==> config.mk <==
export PLATFORM = sky130hd
export DESIGN_NAME = tia_horizontal_timing_gen
export DESIGN_NICKNAME = d
export VERILOG_FILES = /design/src/rtl/tia_horizontal_timing_gen.sv
export SDC_FILE = /design/constraint.sdc
export NUM_CORES = 1
export LEC_CHECK = 0
export ABC_CLOCK_PERIOD_IN_PS = 1700
export CORE_ASPECT_RATIO = 1.2
export CORE_MARGIN = 8
export CORE_UTILIZATION = 40
export CTS_BUF_LIST = sky130_fd_sc_hd__clkbuf_8
export DETAILED_ROUTE_END_ITERATION = 7
export GPL_ROUTABILITY_DRIVEN = 0
export PLACE_DENSITY = 0.73
export RECOVER_POWER = 50
export SETUP_SLACK_MARGIN = 0.4
export SYNTH_ARGS = -nofsm -noshare
export SYNTH_HDL_FRONTEND = slang
export SYNTH_SLANG_ARGS = --single-unit
export TNS_END_PERCENT = 5
==> constraint.sdc <==
create_clock -name clk -period 1.7 [get_ports clk]
set_input_delay 0.34 -clock clk [delete_from_list [all_inputs] [get_ports clk]]
set_output_delay 0.34 -clock clk [all_outputs]
set_load 0.05 [all_outputs]
==> src/rtl/tia_horizontal_timing_gen.sv <==
// tia_horizontal_timing_gen: binary line counter with hsync, colour burst, hblank, composite blank/sync, HMOVE late blank and multi-line WSYNC wait
//   clk        colour clock, rising edge
//   r_bar      asynchronous active-low reset
//   wsyn       WSYNC strobe; wsyn_lines = extra whole lines to hold rdy low
//   hmove      HMOVE strobe (used only with TIA_HTIMING_LATE_HBLANK_EN defined)
//   vsyn/vblk  vertical sync/blank levels
//   hcount, line_start, hsync, cb, hblank, blank, syn, motck, late, rdy
//   Macro TIA_HTIMING_LATE_HBLANK_EN enables the 8-clock HMOVE blank extension.
module tia_horizontal_timing_gen #(
  parameter int LINE_CLKS   = 228,
  parameter int CNT_W       = 8,
  parameter int HSYNC_START = 20,
  parameter int HSYNC_END   = 36,
  parameter int CB_START    = 40,
  parameter int CB_END      = 56,
  parameter int HBLANK_END  = 68,
  parameter int WAIT_W      = 2
) (
  input  logic              clk,
  input  logic              r_bar,
  input  logic              wsyn,
  input  logic [WAIT_W-1:0] wsyn_lines,
  input  logic              hmove,
  input  logic              vsyn,
  input  logic              vblk,
  output logic [CNT_W-1:0]  hcount,
  output logic              line_start,
  output logic              hsync,
  output logic              cb,
  output logic              hblank,
  output logic              blank,
  output logic              syn,
  output logic              motck,
  output logic              late,
  output logic              rdy
);
  localparam logic [CNT_W-1:0] LAST    = CNT_W'(LINE_CLKS - 1);
  localparam logic [CNT_W-1:0] HS_S    = CNT_W'(HSYNC_START);
  localparam logic [CNT_W-1:0] HS_E    = CNT_W'(HSYNC_END);
  localparam logic [CNT_W-1:0] CB_S    = CNT_W'(CB_START);
  localparam logic [CNT_W-1:0] CB_E    = CNT_W'(CB_END);
  localparam logic [CNT_W-1:0] HB_E    = CNT_W'(HBLANK_END);
  localparam logic [CNT_W-1:0] HB_LATE = CNT_W'(HBLANK_END + 8);
  logic [CNT_W-1:0]  hcount_q, hcount_d;
  logic              rdy_q, rdy_d;
  logic [WAIT_W-1:0] wait_cnt_q, wait_cnt_d;
  logic              wrap;
  // a wsyn strobe always wins over the wrap-time release/decrement
  always_comb begin
    wrap       = hcount_q == LAST;
    hcount_d   = wrap ? '0 : hcount_q + 1'b1;
    rdy_d      = wsyn ? 1'b0 : (wrap && !rdy_q && wait_cnt_q == '0) ? 1'b1 : rdy_q;
    wait_cnt_d = wsyn ? wsyn_lines : (wrap && !rdy_q && wait_cnt_q != '0) ? wait_cnt_q - 1'b1 : wait_cnt_q;
  end
  always_ff @(posedge clk or negedge r_bar) begin
    if (!r_bar) begin
      hcount_q   <= '0;
      rdy_q      <= 1'b1;
      wait_cnt_q <= '0;
    end else begin
      hcount_q   <= hcount_d;
      rdy_q      <= rdy_d;
      wait_cnt_q <= wait_cnt_d;
    end
  end
`ifdef TIA_HTIMING_LATE_HBLANK_EN
  logic late_q, late_d, hmove_pend_q, hmove_pend_d;
  // a strobe on the wrap cycle is queued for the line after the one being entered
  always_comb begin
    late_d       = wrap ? hmove_pend_q : late_q;
    hmove_pend_d = wrap ? hmove : hmove_pend_q | hmove;
  end
  always_ff @(posedge clk or negedge r_bar) begin
    if (!r_bar) begin
      late_q       <= 1'b0;
      hmove_pend_q <= 1'b0;
    end else begin
      late_q       <= late_d;
      hmove_pend_q <= hmove_pend_d;
    end
  end
  assign late = late_q;
`else
  logic unused_hmove;
  assign unused_hmove = hmove;
  assign late         = 1'b0;
`endif
  assign hcount     = hcount_q;
  assign line_start = hcount_q == '0;
  assign hsync      = hcount_q >= HS_S && hcount_q < HS_E;
  assign cb         = hcount_q >= CB_S && hcount_q < CB_E;
  assign hblank     = hcount_q < (late ? HB_LATE : HB_E);
  assign blank      = hblank | vblk;
  assign syn        = hsync ^ vsyn;
  assign motck      = ~hblank;
  assign rdy        = rdy_q;
endmodule
==> results.md, run 1 <==
- Post-layout minimum cycle time: 1.82 ns
- Via Count: 616
- Critical Path End Type: output pin
- Post-Route Utilization: 74.8%
- Reg area: 282 sq um
- Htree depth: 1
- Peak per-stage delay on the critical path: 0.43 ns
- Hold-fix buffers at CTS: 0
- Synth Warn #: 0
- Critical path data arrival time: 1.48 ns
- CTS tree: yes
- Core ar.: 0.00162 sq mm
- Share of layout cells above drive strength 1: 44.2%
- Leakage: 0.540 nW
- Iteration count of the initial detailed-routing pass: 4
- Mapped cell area: 684 sq um
- Tcrit/Tclk final: 107%
- Seq/Total Area, Yosys: 40.4%
- Vias in the first global route: 627
- Number of max-cap violations: 0
- Multi-input logic area: 415 sq um
- Fmax: 551 MHz
- Top post-synthesis cells by area: dfrtp_1, ha_1, xnor2_1
- Row count: 16
- Setup violators final: 3
- Layout filler cell count: 100
- Synth top area share: 36.6%
- First-pass GRT wire length: 2.77 mm
- Synth unique cells: 31
- Die Area: 0.00330 sq mm
- Reg-to-reg startpoint: hcount[2]
- Clock skew: 0.00218 ns
- Setup crit start kind: register
- Slew HR: 66.0%
- Mapped Cells: 72
- Num ports: 25
- Hold WS: 0.499 ns
- Syn nets: 83
- Fin. max-slew vios: 0
- Register bit total from synthesis: 11
- Placed inst area: 0.00112 sq mm
- Worst path depth: 4
- Final #Nets: 116
- DR iter-0 viols: 12
- Syn Area/Cell: 9.51 sq um
- Hpwl dp: 1.28 mm
- Slowest-stage cell, CP: dfrtp_2
- Post-Route WL: 1.66 mm
- Post-DRT Antenna Nets: 0
- Vias per cell: 5.05
- CP Buf/Inv Count: 1
- Drt drc: 0
- Later-pin clock latency in the skew report: 0.23 ns
- Post-route cell area: 0.00121 sq mm
- Post-synth top area cell: dfrtp_1
- Fin. Hold Viols: 0
- Most numerous cell in the Yosys netlist: dfrtp_1
- Die width: 53.8 microns
- Power Density: 473 mW/mm^2
- Total CTS buffers: 3
- RSZ-0062 raised after global routing: true
- Synth async-reset ratio: 100%
- Crit Path Category: register to output pin
- Reg2Reg Depth: 5
- Antenna violations before repair: 0
- N_diodes: 0
- Initial Util: 42.2%
- Largest net degree at the start of global routing: 12
- Crit-path cells: nor4b_4 -> o21a_4 -> xor2_4 -> buf_12
- GRT Util Overall: 10.9%
- Pre-CTS setup slack: 0.110 ns
- Failing checks: setup timing
- Sink Count: 11
- Area Growth Syn to Fin: 77.3%
- Longest Clk Path Bufs: 2
- Status: finished, violations left
- Reg clk slew, reported paths: 0.05 ns
- Root Buffer: clkbuf_8
- Capturing point of the worst reg2reg path: hcount[7]
- Kind of cell adding the most delay to the critical path: flip-flops
- Total gr overflow: 0
- Setup WS post-layout: -0.116 ns
- Crit path max fanout: 3
- Commonest cells post-synth: dfrtp_1, nor2_1, nand2_1
- Peak supply drop: 0.320 mV
- Port-buffer cells: 22
- Worst EP required: 1.36 ns
- Dominant synthesized flop cell: dfrtp_1
- Wire length per cell: 13.6 microns
- Worst Setup SP: hcount[3]
- EDFF count, synth: 0
- Tightest Hold Check Type: primary input to asynchronous set/reset pin
- DIE HEIGHT: 61.3 microns
- Worst-margin pin slew: 0.509 ns
- Overall power: 0.574 mW
- R2R Setup Slk: 0.11 ns
-- sequential cells by signal, indices dropped and copies added (netlist names) --
signal and flops:
rdy 1, hcount 8, wait_cnt_q 2
-- layer usage --
layer | vias to the layer above | track usage (%) | share of wire (%)
met5 | - | 0 | 0
met4 | 0 | 3.25 | 0
met3 | 0 | 2.17 | 4.5
met2 | 16 | 19.1 | 51
met1 | 293 | 13.0 | 44
li1 | 307 | - | -
-- layout by cell type, fill, tap and decap left out, types with 2 or more instances in the layout --
cell type / instances
a21oi_1: 3
and3_1: 2
buf_12: 13
buf_4: 7
buf_6: 3
clkbuf_1: 2
clkbuf_8: 3
clkdlybuf4s50_1: 5
dfrtp_1: 6
dfrtp_2: 4
ha_1: 3
inv_1: 7
nand2_1: 6
nand3_1: 2
nor2_1: 5
nor2_2: 4
o21ai_1: 3
xnor2_1: 3
-- worst max path at each step --
stage	to	slack, ns
2_1_floorplan	syn	-0.35
3_3_place_gp	syn	0.1
3_5_place_dp	syn	0.11
4_1_cts	syn	-0.14
5_1_grt	syn	-0.19
6_report	syn	-0.12
-- cell families (layout without fill, tap and decap cells) --
family | Yosys count | count (layout) | synth area share (%)
AOI/OAI and AO/OA | 13 | 13 | 13.0
DFF | 11 | 11 | 40.4
xor gates and xnor gates | 6 | 6 | 7.68
buffers and inverters | 10 | 42 | 8.96
and+or+nand+nor | 28 | 28 | 24.0
adders and majority gates | 3 | 3 | 5.49
other | 1 | 1 | 0.548
-- report_power, final --
group	leakage (nW)	internal, mW	switching, mW	total, mW
clock network	0.0269	0.158	0.0912	0.249
registers	0.128	0.267	0.00155	0.268
logic	0.385	0.0270	0.0295	0.0565
total	0.540	0.452	0.122	0.574
-- cell type report --
cell class | instances | area share, %
clock buffer | 3 | 3.40
sequential | 11 | 23.2
inverter | 6 | 1.86
clock inverter | 1 | 0.309
multi-input combinational | 51 | 34.2
timing repair buffer | 32 | 35.2
tap | 18 | 1.86
-- metrics by stage --
stage	setup TNS (ns)	cells
final	-0.202	122
after global routing	-0.579	122
after CTS	-0.340	121
after detailed placement	0	116
after global placement	0	116
after floorplan	-1.11	72
-- timing repair --
| action | CTS | global route |
|---|---|---|
| gates cloned | 0 | 0 |
| buffers inserted | 1 | 1 |
| pin swaps | 4 | 6 |
| setup endpoints to repair | 17 | 21 |
| resized for setup | 4 | 11 |
Power figures use the tool's default switching activity.
==> inputs of run 2 (changes only) <==
--- a/config.mk
+++ b/config.mk
@@ -6,6 +6,7 @@
 export NUM_CORES = 1
 export LEC_CHECK = 0
 export ABC_CLOCK_PERIOD_IN_PS = 1700
+export CAP_MARGIN = 10
 export CORE_ASPECT_RATIO = 1.2
 export CORE_MARGIN = 8
 export CORE_UTILIZATION = 40
==> results of run 2 <==
The final DEF is identical to that of run 1; final timing and power are the same.
